**src/rtl/alu_seq_pkg.sv**
```systemverilog
`default_nettype none
// ============================================================================
// Module      : alu_seq_pkg
// Description : Shared opcodes, FSM states and instruction field positions
//               for the ALU issue/writeback sequencer.
// Revision    : 1.0 - initial release
// ============================================================================
package alu_seq_pkg;

    localparam logic [1:0] OP_ADD  = 2'b00;
    localparam logic [1:0] OP_NAND = 2'b01;
    localparam logic [1:0] OP_LDI  = 2'b10;
    localparam logic [1:0] OP_OUT  = 2'b11;

    localparam logic ALU_SEL_ADD  = 1'b0;
    localparam logic ALU_SEL_NAND = 1'b1;

    localparam int INSTR_OP_HI  = 7;
    localparam int INSTR_OP_LO  = 6;
    localparam int INSTR_RD_HI  = 5;
    localparam int INSTR_RD_LO  = 4;
    localparam int INSTR_RS_HI  = 3;
    localparam int INSTR_RS_LO  = 2;
    localparam int INSTR_RT_HI  = 1;
    localparam int INSTR_RT_LO  = 0;
    localparam int INSTR_IMM_HI = 3;
    localparam int INSTR_IMM_LO = 0;

    typedef enum logic [1:0] {
        ST_IDLE = 2'd0,
        ST_EXEC = 2'd1,
        ST_WB   = 2'd2,
        ST_OUT  = 2'd3
    } state_e;

endpackage : alu_seq_pkg
`default_nettype wire

```
**src/rtl/seq_regfile.sv**
```systemverilog
`default_nettype none
// ============================================================================
// Module      : seq_regfile
// Description : Small register file, two asynchronous read ports, one
//               synchronous write port, asynchronous clear.
// Revision    : 1.0 - initial release
// ============================================================================
module seq_regfile #(
    parameter int DATA_W = 4,
    parameter int NREGS  = 4
) (
    input  logic                       clk,
    input  logic                       rst_n,
    input  logic                       we,
    input  logic [$clog2(NREGS)-1:0]   waddr,
    input  logic [DATA_W-1:0]          wdata,
    input  logic [$clog2(NREGS)-1:0]   raddr_a,
    output logic [DATA_W-1:0]          rdata_a,
    input  logic [$clog2(NREGS)-1:0]   raddr_b,
    output logic [DATA_W-1:0]          rdata_b
);

    localparam int IDX_W = $clog2(NREGS);

    logic [DATA_W-1:0] rf [NREGS];

    generate
        for (genvar i = 0; i < NREGS; i++) begin : g_reg
            logic [DATA_W-1:0] reg_d;
            logic [DATA_W-1:0] reg_q;

            always_comb begin
                reg_d = reg_q;
                if (we && (waddr == IDX_W'(i))) begin
                    reg_d = wdata;
                end
            end

            always_ff @(posedge clk or negedge rst_n) begin
                if (!rst_n) begin
                    reg_q <= '0;
                end else begin
                    reg_q <= reg_d;
                end
            end

            assign rf[i] = reg_q;
        end
    endgenerate

    assign rdata_a = rf[raddr_a];
    assign rdata_b = rf[raddr_b];

endmodule : seq_regfile
`default_nettype wire

```
**src/rtl/alu_sequencer.sv**
```systemverilog
`default_nettype none
// ============================================================================
// Module      : alu_sequencer
// Description : Issue/writeback controller for an external 4-bit ALU with a
//               4-entry register file and instruction/output handshakes.
// Revision    : 1.0 - initial release
// ============================================================================
module alu_sequencer
    import alu_seq_pkg::*;
#(
    parameter int DATA_W = 4,
    parameter int NREGS  = 4
) (
    input  logic              clk,
    input  logic              rst_n,
    input  logic              instr_valid,
    output logic              instr_ready,
    input  logic [7:0]        instr,
    output logic [DATA_W-1:0] alu_a,
    output logic [DATA_W-1:0] alu_b,
    output logic              alu_sel,
    input  logic [DATA_W-1:0] alu_res,
    output logic              out_valid,
    input  logic              out_ready,
    output logic [DATA_W-1:0] out_data,
    output logic              flag_z,
    output logic              flag_n
);

    localparam int IDX_W = $clog2(NREGS);

    state_e            state_q, state_d;
    logic              ready_q, ready_d;
    logic [IDX_W-1:0]  rd_q, rd_d;
    logic [DATA_W-1:0] alu_a_q, alu_a_d;
    logic [DATA_W-1:0] alu_b_q, alu_b_d;
    logic              alu_sel_q, alu_sel_d;
    logic              out_valid_q, out_valid_d;
    logic [DATA_W-1:0] out_data_q, out_data_d;
    logic              flag_z_q, flag_z_d;
    logic              flag_n_q, flag_n_d;

    logic              rf_we;
    logic [IDX_W-1:0]  rf_waddr;
    logic [DATA_W-1:0] rf_wdata;
    logic [DATA_W-1:0] rdata_s;
    logic [DATA_W-1:0] rdata_t;

    logic [1:0]        instr_op;
    logic [IDX_W-1:0]  instr_rd;
    logic [IDX_W-1:0]  instr_rs;
    logic [IDX_W-1:0]  instr_rt;
    logic [DATA_W-1:0] instr_imm;

    assign instr_op  = instr[INSTR_OP_HI:INSTR_OP_LO];
    assign instr_rd  = instr[INSTR_RD_HI:INSTR_RD_LO];
    assign instr_rs  = instr[INSTR_RS_HI:INSTR_RS_LO];
    assign instr_rt  = instr[INSTR_RT_HI:INSTR_RT_LO];
    assign instr_imm = instr[INSTR_IMM_HI:INSTR_IMM_LO];

    // Read ports follow the incoming instruction; operands are only consumed
    // at the accept edge, so no source latching is needed.
    seq_regfile #(
        .DATA_W (DATA_W),
        .NREGS  (NREGS)
    ) u_regfile (
        .clk     (clk),
        .rst_n   (rst_n),
        .we      (rf_we),
        .waddr   (rf_waddr),
        .wdata   (rf_wdata),
        .raddr_a (instr_rs),
        .rdata_a (rdata_s),
        .raddr_b (instr_rt),
        .rdata_b (rdata_t)
    );

    always_comb begin
        state_d     = state_q;
        rd_d        = rd_q;
        alu_a_d     = alu_a_q;
        alu_b_d     = alu_b_q;
        alu_sel_d   = alu_sel_q;
        out_valid_d = out_valid_q;
        out_data_d  = out_data_q;
        flag_z_d    = flag_z_q;
        flag_n_d    = flag_n_q;
        rf_we       = 1'b0;
        rf_waddr    = rd_q;
        rf_wdata    = alu_res;

        case (state_q)
            ST_IDLE: begin
                if (instr_valid && ready_q) begin
                    case (instr_op)
                        OP_ADD, OP_NAND: begin
                            state_d   = ST_EXEC;
                            rd_d      = instr_rd;
                            alu_a_d   = rdata_s;
                            alu_b_d   = rdata_t;
                            alu_sel_d = (instr_op == OP_NAND) ? ALU_SEL_NAND : ALU_SEL_ADD;
                        end
                        OP_LDI: begin
                            rf_we    = 1'b1;
                            rf_waddr = instr_rd;
                            rf_wdata = instr_imm;
                        end
                        default: begin
                            state_d     = ST_OUT;
                            out_valid_d = 1'b1;
                            out_data_d  = rdata_s;
                        end
                    endcase
                end
            end
            ST_EXEC: begin
                state_d = ST_WB;
            end
            ST_WB: begin
                rf_we    = 1'b1;
                flag_z_d = (alu_res == '0);
                flag_n_d = alu_res[DATA_W-1];
                state_d  = ST_IDLE;
            end
            default: begin
                if (out_ready) begin
                    out_valid_d = 1'b0;
                    state_d     = ST_IDLE;
                end
            end
        endcase

        // Ready is registered so it stays low throughout reset and rises on
        // the first edge after release.
        ready_d = (state_d == ST_IDLE);
    end

    always_ff @(posedge clk or negedge rst_n) begin
        if (!rst_n) begin
            state_q     <= ST_IDLE;
            ready_q     <= 1'b0;
            rd_q        <= '0;
            alu_a_q     <= '0;
            alu_b_q     <= '0;
            alu_sel_q   <= ALU_SEL_ADD;
            out_valid_q <= 1'b0;
            out_data_q  <= '0;
            flag_z_q    <= 1'b0;
            flag_n_q    <= 1'b0;
        end else begin
            state_q     <= state_d;
            ready_q     <= ready_d;
            rd_q        <= rd_d;
            alu_a_q     <= alu_a_d;
            alu_b_q     <= alu_b_d;
            alu_sel_q   <= alu_sel_d;
            out_valid_q <= out_valid_d;
            out_data_q  <= out_data_d;
            flag_z_q    <= flag_z_d;
            flag_n_q    <= flag_n_d;
        end
    end

    assign instr_ready = ready_q;
    assign alu_a       = alu_a_q;
    assign alu_b       = alu_b_q;
    assign alu_sel     = alu_sel_q;
    assign out_valid   = out_valid_q;
    assign out_data    = out_data_q;
    assign flag_z      = flag_z_q;
    assign flag_n      = flag_n_q;

endmodule : alu_sequencer
`default_nettype wire
```
**config.mk**
```make
export PLATFORM = sky130hd
export DESIGN_NAME = alu_sequencer
export DESIGN_NICKNAME = d
export VERILOG_FILES = /design/src/rtl/alu_seq_pkg.sv /design/src/rtl/seq_regfile.sv /design/src/rtl/alu_sequencer.sv
export SDC_FILE = /design/constraint.sdc
export NUM_CORES = 1
export LEC_CHECK = 0
export BUFFER_PORTS_ARGS = -buffer_cell sky130_fd_sc_hd__buf_2
export CAP_MARGIN = 10
export CELL_PAD_IN_SITES_DETAIL_PLACEMENT = 1
export CELL_PAD_IN_SITES_GLOBAL_PLACEMENT = 2
export CORE_MARGIN = 4
export CORE_UTILIZATION = 39
export DETAILED_ROUTE_END_ITERATION = 12
export PLACE_DENSITY_LB_ADDON = 0.1
export SYNTH_ARGS = -nofsm -noshare
export SYNTH_HDL_FRONTEND = slang
export SYNTH_SLANG_ARGS = --single-unit
```
**constraint.sdc**
```tcl
create_clock -name clk -period 4.31 [get_ports clk]
set_input_delay 0.2155 -clock clk [delete_from_list [all_inputs] [get_ports clk]]
set_output_delay 0.2155 -clock clk [all_outputs]
set_load 0.01 [all_outputs]
```
======== Word level (Yosys, flattened, before mapping) ========
Cells that the tools add are included.
storage, ports and cells
  bits of input ports ..................... 16
  register bits ........................... 37
  word-level logic and storage cells ...... 70
  output and inout port bits .............. 17
operators by class
  reductions and logical operators ........ 17
  $lt $le $gt $ge ......................... 2
  bitwise logic cells ..................... 4
  mux-type cells .......................... 24
  eq/ne operators ......................... 9
operators with widths
  operator                                       number
  2-to-1 mux 4 bit                               7
  binary-select mux 4 bit (select 2 bit)         2
  2-to-1 mux 2 bit                               5
  == test 2 bit, second input constant           4
  zero test 2 bit                                4
  == test 2 x 1 -> 1 bit, second input constant  3
  >= comparator 3 bit, second input constant     2
  2-to-1 mux 1 bit                               6
  inverter 2 -> 3 bit                            2
  case mux 2 bit (3 select lines)                1
  AND reduction 3 bit                            2
  logical AND 1 bit                              5
  zero test 4 bit                                1
  != test 2 bit, second input constant           2
  case mux 1 bit (2 select lines)                2
  case mux 2 bit (2 select lines)                1
  AND reduction 4 bit                            1
  OR reduction 2 bit                             2
  OR reduction 3 bit                             1
  inverter 1 bit                                 2
  nonzero test 2 bit                             1

======== Longest topological paths before layout ========
Gate-level depths: netlist (run 1).
  depth after elaboration ................. 6
  depth in mapped cells ................... 8
  gate-level depth less buffers ........... 6

======== By module ========
Synthesis (run 1) repeated with hierarchy kept, for this count alone.
unflattened totals
  cells, all modules ...................... 118
  area total of the unflattened synthesis .. 1850.5 µm²
by module, submodules not included
  module         area each (µm²)  instances  cells an instance
  alu_sequencer  1043.5           1          74
  seq_regfile    807.0            1          44

======== Worst setup path after synthesis (run 1) ========
OpenSTA, ideal clock, no wires.
  path kind ............................... reg2reg
  start ................................... register state_q[1]
  end ..................................... register out_data_q[0] (netlist: out_data[0])
  buffers on the path ..................... 1
  arrival ................................. 1.545 ns
  stages on the path, launching flop included .. 7
  slack ................................... 2.641 ns
  required time ........................... 4.185 ns
  path through ............................ dfrtp_1 > inv_1 > ha_1 > and3_1 > and3_1 > clkbuf_1 > mux2_2
on the way
  word-level cells in the longest chain between the ends .. 2
RTL lines
  what                                  RTL line              RTL
  start: declaration                    alu_sequencer.sv:32   state_e state_q, state_d;
  start signal: assignment              alu_sequencer.sv:151  state_q <= state_d;
  zero test 2 bit                       alu_sequencer.sv:92   case (state_q)
  AND reduction 3 bit (no source line)  --
  end signal: assignment                alu_sequencer.sv:158  out_data_q <= out_data_d;
  end: declaration                      alu_sequencer.sv:39   logic [DATA_W-1:0] out_data_q, out_data_d;
Every way passes these cells.
A chain may end at the register's enable or synchronous reset.

======== Final worst setup path (run 1) ========
  start ................................... register state_q[1]
  end ..................................... register u_regfile.g_reg[0].reg_q[2]
on the way
  word-level cells in the longest chain between the ends .. 4
  elaborated cells between the ends (all ways) .. 7
  those cells by class .................... 1 x eq/ne; 3 x mux; 3 x reduce/logical
RTL lines
  what                    RTL line             RTL
  zero test 2 bit         alu_sequencer.sv:92
  2-to-1 mux 2 bit        alu_sequencer.sv:92
  zero test 2 bit         seq_regfile.sv:34    if (we && (waddr == IDX_W'(i))) begin
  logical AND 1 bit       seq_regfile.sv:34
  end signal: assignment  seq_regfile.sv:43    reg_q <= reg_d;
  end: declaration        seq_regfile.sv:30    logic [DATA_W-1:0] reg_q;
Parallel ways exist; a longest one is shown, timed or not.

==> results of run 1 <==
## area by class of cell
class                           instances  area [um2]
Clock buffer                            6        82.6
Clock inverter                          2        13.8
Fill cell                             558        2540
Inverter                               25        93.8
Multi-Input combinational cell         98         921
Sequential cell                        37         926
Tap cell                               67        83.8
Timing Repair Buffer                   32         160
## metrics by stage
stage	instance area, um2	power, mW	worst slack [ns]
floorplan	1980	1.03	2.64
global placement	2180	1.23	2.36
detailed placement	2180	1.26	2.24
CTS	2280	1.53	2.22
global route	2280	1.63	2.06
finish	2280	1.51	2.23
## routing by layer
| metal | global-route usage, % | up-vias |
|---|---|---|
| li1 | - | 690 |
| met1 | 24.8 | 787 |
| met2 | 31.3 | 38 |
| met3 | 4.31 | 6 |
| met4 | 5.33 | 0 |
| met5 | 0 | - |
## kinds of logic after synthesis
family          count (synthesis)
simple gates                   40
flops                          37
compound gates                 34
buf+inv                        33
mux                            20
fa+ha+maj                       4
## worst max-delay path: cells and delay by family, from the launching register on
family / cells / cell delay [ns]
and+or+nand+nor: 2 / 0.57
DFF: 1 / 0.42
adders and majority gates: 1 / 0.23
buffers and inverters: 1 / 0.13
AOI/OAI and AO/OA: 2 / 0.58
## flip-flops by register name, indices dropped and copies added, names as in the netlist
name	flops
u_regfile.g.reg_q	16
alu_a	4
alu_b	4
out_data	4
rd_q	2
state_q	2
alu_sel	1
flag_n	1
flag_z	1
instr_ready	1
out_valid	1
## placed cells by master (no fill, tap or decap), types with 3 or more instances in the layout
cell type and count:
a222oi_1 12, a221oi_2 3, nor2_1 10, inv_1 24, buf_2 32, dfrtp_1 37
nor3_1 3, mux4_2 8, o21ai_1 6, mux2_2 10, nand2_1 8, nor4_1 3
ha_1 4, nand2b_1 3, clkbuf_8 6
## report_power, final
group | total, mW | internal, mW | leakage (nW) | switching, mW
logic | 0.633 | 0.287 | 0.565 | 0.346
clock network | 0.260 | 0.130 | 0.0512 | 0.130
registers | 0.617 | 0.508 | 0.421 | 0.109
## path summary, 6_finish.rpt
check | endpoint | slack (ns) | from | cells after the start
worst min register to register | alu_b[3]$_DFFE_PN0P_ | 0.49 | alu_b[3]$_DFFE_PN0P_ | 2
max in group asynchronous | u_regfile.g_reg[0].reg_q[1]$_DFFE_PN0P_ | 3.77 | rst_n | 1
worst max register to register | u_regfile.g_reg[0].reg_q[2]$_DFFE_PN0P_ | 2.23 | state_q[1]$_DFF_PN0_ | 6
worst max-delay path | u_regfile.g_reg[0].reg_q[2]$_DFFE_PN0P_ | 2.23 | state_q[1]$_DFF_PN0_ | 6
min in group clk | out_valid$_DFFE_PN0P_ | 0.15 | out_ready | 2
worst min-delay path | instr_ready$_DFF_PN0_ | 0.02 | rst_n | 1
==> metrics.yaml, run 1 <==
routing:
  drt_wl_total_um: 5330
  drt-initial-drc-count: 84
  dr.pass1.iters: 4
  route.met3.wl_um: 238
  routedWlPerCell_um: 20.0
  wl_met1_um: 2410
  top_layer: "met4"
  vias_per_cell: 5.70
  remaining_drc_errors: 0
  antenna_left: 0
  vias: 1521
  dr_wl_met2_um: 2620
synthesis:
  synth_warnings: 0
  ys_ff_latch: 37
  syn_nets: 188
  synth_flop_cell: "dfrtp_1"
  yosys.area.top_type: "dfrtp_1"
  synth-compound-area-share_pct: 15.6
  synth-adder-area-share_pct: 2.53
  ys_top_cells_by_area: "dfrtp_1 (47%), mux4_2 (9.1%), a222oi_1 (6.1%)"
  synthCells: 168
  ys_seq_area_share_pct: 46.8
  synth_top_family_by_area: "multiplexers"
  ys_types: 38
  synth-xor-area-share_pct: 0
  synth_mux_area_share_pct: 15.9
  synth-simple-area-share_pct: 12.5
  async_flop_share_pct: 100
  synth_top_area_share_pct: 46.8
  ys_top_cells_by_count: "dfrtp_1 (37), inv_1 (24), a222oi_1 (12), mux2_2 (10), nor2_1 (10)"
  yosysMostFrequentCell: "dfrtp_1"
  avgSynthCellArea_um2: 11.8
  synth_area_um2: 1980
  synth_edf_count: 0
sta:
  worst_slew_pin_slew_ns: 0.832
  slew_headroom_pct: 44.5
  hold_ws_ns: 0.0155
  rsz0062_at_grt: "no"
  finalClockSkew_ns: 0.00800
  setup_viol: 0
  fin_crit_sh_pct: 48.2
  drv_slew: 0
  fin_crit_ns: 2.08
  finalHoldViolations: 0
  max_freq_mhz: 482
  setup-tns-final_ns: 0
clocking:
  cts_sinks: 37
  cts_max_path_buffers: 2
  postCtsSetupBuffers: 0
  cts_buffers: 5
  cts_root_buffer: "clkbuf_8"
  cts_tree: "yes"
  ctsResizeCount: 0
  h-tree-depth: 2
  ctsHoldBuffers: 0
  cts.clk_slew.worst_paths_ns: 0.08
  insertion_delay_ns: 0.29
critical_path:
  cp.arrival_ns: 2.22
  cp.required_ns: 4.45
  setup.worst_path.end_class: "flop"
  slowest_delay_ns: 0.43
  worstPathMaxFanout: 12
  critPathKind: "reg -> reg"
  start_kind: "flop"
  crit_slowest_cell: "a21oi_2"
  path_cells: "inv_1 -> ha_1 -> and3_1 -> nand2_1 -> a21oi_2 -> a222oi_1"
global_routing:
  gr-total-overflow: 0
  grt_pass1_wl_um: 9020
  grt_max_degree: 38
  first_global_vias: 1654
  grt_util_all_layers_pct: 18.9
  antenna_found_initial: 0
die:
  ios: 33
  die-area_um2: 6270
  num_rows: 25
  start_util_pct: 41.0
  fp.dieW_um: 79.2
  die_y_um: 79.2
  core_region_area_um2: 4820
cells_and_area:
  stdcell_count: 267
  areaGrowthSynthToFinish_pct: 15.4
  antennaDiodeCount: 0
  utilization_pct: 47.4
  layout-drive-gt1-share_pct: 35.0
  num-nets-final: 219
place:
  place.port_buffers: 32
  hpwl_um: 4070
  gp_congestion: 0.912
  place_inst: 259
pwr:
  p_per_area_nw_per_um2: 662
  p_leak_nw: 1.04
  irDropWorstVdd_mv: 0.216
job:
  cap_violations: 0
outcome:
  run_status: "finished clean"
hold_path:
  hold_path_class: "in -> async"
Power figures use the tool's default switching activity.
==> run 2, diff against run 1 <==
Settings changed: CORE_UTILIZATION 39 to 37.
Clock period 4.31 ns to 2.08 ns, I/O delays scaled along.
==> metrics.yaml, run 2 (synthesis gave the netlist of run 1 again) <==
outcome:
  run_status: "finished clean"
hold_path:
  hold_path_class: "in -> reg"
routing:
  vias_per_cell: 5.65
  vias: 1565
  route.met3.wl_um: 293
  remaining_drc_errors: 0
  wl_met1_um: 2300
  drt-initial-drc-count: 75
  routedWlPerCell_um: 19.6
  dr.pass1.iters: 4
  dr_wl_met2_um: 2760
  antenna_left: 0
  top_layer: "met4"
  drt_wl_total_um: 5420
global_routing:
  antenna_found_initial: 0
  grt_util_all_layers_pct: 18.4
  first_global_vias: 1724
  grt_max_degree: 38
  grt_pass1_wl_um: 8930
  gr-total-overflow: 0
critical_path:
  start_kind: "flop"
  worstPathMaxFanout: 12
  crit_slowest_cell: "dfrtp_1"
  path_cells: "inv_1 -> ha_1 -> and3_1 -> nand2_1 -> buf_4 -> a41oi_2 -> a222oi_1"
  cp.required_ns: 2.23
  slowest_delay_ns: 0.43
  cp.arrival_ns: 2.11
  critPathKind: "reg -> reg"
  crit_buf_inv: 2
  setup.worst_path.end_class: "flop"
  cp_top_family: "compound AO/OA/AOI/OAI gates"
cells_and_area:
  multi_input_area_um2: 931
  final_cell_mix: "dfrtp_1 (37), buf_2 (32), inv_1 (24)"
  layout-drive-gt1-share_pct: 37.2
  final_common_cell: "dfrtp_1"
  seqCellArea_um2: 926
  antennaDiodeCount: 0
  areaGrowthSynthToFinish_pct: 19.8
  num-nets-final: 226
  largest_register: "u_regfile.g.reg_q"
  fillers: 598
  post-route-cell-area_um2: 2370
  largest_reg_flops: 16
place:
  place.port_buffers: 32
  placed_area_um2: 2230
  hpwl_um: 4150
  gp_congestion: 0.882
sta:
  worst_slew_pin_slew_ns: 0.869
  finalClockSkew_ns: 0.00288
  fin_crit_sh_pct: 93.9
  setup_viol: 0
  max_freq_mhz: 512
  drv_slew: 0
  finalHoldViolations: 0
  fin_crit_ns: 1.95
  slew_headroom_pct: 42.0
  setup-tns-final_ns: 0
  rsz0062_at_grt: "no"
clocking:
  cts.clk_slew.worst_paths_ns: 0.08
  insertion_delay_ns: 0.29
  cts_tree: "yes"
  cts_buffers: 5
  h-tree-depth: 2
  cts_max_path_buffers: 2
  cts_sinks: 37
  cts_root_buffer: "clkbuf_8"
pwr:
  p_per_area_nw_per_um2: 1370
  p_sw_mw: 1.22
  switching_share_pct: 37.5
  p_leak_nw: 1.08
  cellInternalPower_mw: 2.03
  irDropWorstVdd_mv: 0.455
  p_seq_share_pct: 39.4
  clkPwrFrac_pct: 19.7
  combPwrFrac_pct: 40.9
die:
  die-area_um2: 6580
  start_util_pct: 38.5
  fp.dieW_um: 81.1
  core_region_area_um2: 5140
  die_y_um: 81.1
  num_rows: 26
  ios: 33
job:
  cap_violations: 0
[run 2: through the flow]
step | std cells | util, % | worst slack, ns | hold WS (ns) | power [mW]
5_1_grt | 277 | 46.1 | 0.00404 | 0.0297 | 3.51
2_1_floorplan | 168 | - | 0.411 | -0.192 | 2.14
3_3_place_gp | 267 | 43.3 | 0.203 | 0.248 | 2.57
3_5_place_dp | 267 | 43.3 | 0.140 | 0.271 | 2.63
6_report | 277 | 46.1 | 0.127 | 0.0267 | 3.25
4_1_cts | 276 | 45.7 | 0.111 | 0.0189 | 3.29
[run 2: routing by layer]
metal,GRT usage (%),vias to the layer above
met5,0,-
met4,5.57,0
met3,3.99,6
met2,31.4,45
met1,23.2,806
li1,-,708
[run 2: worst paths after layout]
| kind | start | to | slack [ns] | cells past startpoint |
|---|---|---|---|---|
| max in group asynchronous | rst_n | alu_sel$_DFFE_PN0P_ | 1.07 | 2 |
| min reg2reg | alu_b[1]$_DFFE_PN0P_ | alu_b[1]$_DFFE_PN0P_ | 0.49 | 2 |
| min in group asynchronous | rst_n | out_valid$_DFFE_PN0P_ | 0.47 | 2 |
| max | state_q[1]$_DFF_PN0_ | u_regfile.g_reg[3].reg_q[0]$_DFFE_PN0P_ | 0.13 | 7 |
| max reg2reg | state_q[1]$_DFF_PN0_ | u_regfile.g_reg[3].reg_q[0]$_DFFE_PN0P_ | 0.13 | 7 |
| min | out_ready | out_valid$_DFFE_PN0P_ | 0.03 | 2 |
[run 2: cell type report]
cell class                      count  share of cell area, %
Inverter                           25                   3.96
Tap cell                           70                   3.70
Timing Repair Buffer               39                   9.09
Sequential cell                    37                   39.1
Clock inverter                      3                   1.95
Clock buffer                        5                   2.91
Multi-Input combinational cell     98                   39.3
[run 2: power by group through the flow]
| stage | clock [mW] | combinational, mW | sequential [mW] |
|---|---|---|---|
| floorplan | 0 | 0.835 | 1.30 |
| global placement | 0 | 1.30 | 1.26 |
| detailed placement | 0 | 1.33 | 1.30 |
| CTS | 0.666 | 1.34 | 1.29 |
| global route | 0.697 | 1.48 | 1.33 |
| finish | 0.641 | 1.33 | 1.28 |
[run 2: what timing repair did]
action | in CTS | in global routing
resized for setup | 0 | 2
setup endpoints to repair | 0 | 6
setup buffers | 0 | 1
hold buffers | 1 | 0
endpoints found under the hold margin | 37 | 0
==> run 3, diff against run 2 <==
Settings changed: CORE_UTILIZATION 37 to 33.
Clock period 2.08 ns to 1.6 ns, I/O delays scaled along.
==> metrics.yaml, run 3 (synthesis gave the netlist of run 1 again) <==
outcome:
  run_status: "finished with violations"
  violations: "negative setup slack"
cells_and_area:
  final_common_cell: "dfrtp_1"
  stdcell_count: 301
  num-nets-final: 248
  final_cell_mix: "dfrtp_1 (37), buf_2 (32), buf_4 (25)"
  areaGrowthSynthToFinish_pct: 34.3
  largest_reg_flops: 16
  post-route-cell-area_um2: 2660
  largest_register: "u_regfile.g.reg_q"
  layout-drive-gt1-share_pct: 49.3
  utilization_pct: 47.1
  antennaDiodeCount: 0
sta:
  fin_crit_sh_pct: 106
  fin_crit_ns: 1.70
  rsz0062_at_grt: "yes"
  max_freq_mhz: 590
  finalClockSkew_ns: 0.00715
  finalHoldViolations: 0
  slew_headroom_pct: 66.7
  drv_slew: 0
  worst_slack_ns: -0.0960
  worst_slew_pin_slew_ns: 0.500
  hold_ws_ns: 0.0940
  setup_viol: 16
clocking:
  cts_max_path_buffers: 2
  cts.clk_slew.worst_paths_ns: 0.08
  insertion_delay_ns: 0.30
  cts_buffers: 5
  cts_sinks: 37
  cts_root_buffer: "clkbuf_8"
  h-tree-depth: 2
  cts_tree: "yes"
pwr:
  irDropWorstVdd_mv: 0.627
  p_leak_nw: 1.20
  p_per_area_nw_per_um2: 1750
routing:
  drt_wl_total_um: 5840
  wl_met1_um: 2560
  top_layer: "met4"
  dr_wl_met2_um: 2860
  routedWlPerCell_um: 19.4
  antenna_left: 0
  vias: 1617
  route.met3.wl_um: 300
  remaining_drc_errors: 0
  dr.pass1.iters: 4
  drt-initial-drc-count: 79
  vias_per_cell: 5.37
die:
  num_rows: 27
  core_region_area_um2: 5640
  die-area_um2: 7290
  die_y_um: 85.4
  ios: 33
  start_util_pct: 35.0
  fp.dieW_um: 85.4
global_routing:
  grt_util_all_layers_pct: 17.7
  grt_max_degree: 38
  antenna_found_initial: 0
  first_global_vias: 1884
  grt_pass1_wl_um: 9890
  gr-total-overflow: 0
job:
  cap_violations: 0
critical_path:
  worstPathMaxFanout: 3
  cp.required_ns: 1.78
  critPathKind: "reg -> reg"
  start_kind: "flop"
  setup.worst_path.end_class: "flop"
  cp.arrival_ns: 1.88
place:
  place_inst: 285
  place_ws_ns: -0.188
  gp_congestion: 0.859
  place.port_buffers: 32
  placed_area_um2: 2360
  hpwl_um: 4370
hold_path:
  hold_path_class: "in -> reg"
run 3: cell type report:
cell class / count / area (um2)
repair buffers: 61 / 399
clock buffers: 5 / 68.8
fillers: 625 / 2990
well taps: 72 / 90.1
multi-input cells: 98 / 1030
inverters: 25 / 93.8
clock inverters: 3 / 46.3
flip-flops and latches: 37 / 926
run 3: power by group:
part,internal [mW],switching [mW]
Combinational,1.07,1.05
Sequential,1.37,0.298
Clock,0.467,0.379
run 3: per-layer routing:
layer  vias up  global-route usage (%)
met2        42                    30.0
met3         8                    4.17
li1        749                       -
met4         0                    6.33
met5         -                       0
met1       818                    21.9
run 3: final timing paths:
kind,startpoint,endpoint,slack (ns),cells after the start
worst max-delay path,state_q[0]$_DFF_PN0_,u_regfile.g_reg[1].reg_q[0]$_DFFE_PN0P_,-0.1,7
worst min-delay path,instr[6],alu_sel$_DFFE_PN0P_,0.09,2
worst max register to register,state_q[0]$_DFF_PN0_,u_regfile.g_reg[1].reg_q[0]$_DFFE_PN0P_,-0.1,7
worst min register to register,alu_b[3]$_DFFE_PN0P_,alu_b[3]$_DFFE_PN0P_,0.48,2
max in group asynchronous,rst_n,u_regfile.g_reg[3].reg_q[3]$_DFFE_PN0P_,0.89,3
min in group asynchronous,rst_n,alu_sel$_DFFE_PN0P_,0.36,3
run 3: metrics by stage:
| stage | setup TNS (ns) | power (mW) |
|---|---|---|
| floorplan | 0 | 2.78 |
| global placement | -1.83 | 3.53 |
| detailed placement | -2.63 | 3.59 |
| CTS | -0.749 | 4.58 |
| global route | -3.01 | 4.99 |
| finish | -0.636 | 4.64 |
run 3: critical path, stage by stage (launching register included):
cell	delay, ns
dfrtp_1	0.37
inv_2	0.06
ha_4	0.17
and3_1	0.16
buf_4	0.15
and4_4	0.18
buf_4	0.14
a222oi_1	0.35
run 3: timing repair:
| action | 4_1_cts | 5_1_grt |
|---|---|---|
| endpoints found under the setup margin | 27 | 32 |
| endpoints found under the hold margin | 38 | 0 |
| hold buffers | 2 | 0 |
| pin swaps | 7 | 6 |
| setup buffers | 4 | 2 |
| gates resized for setup | 13 | 10 |
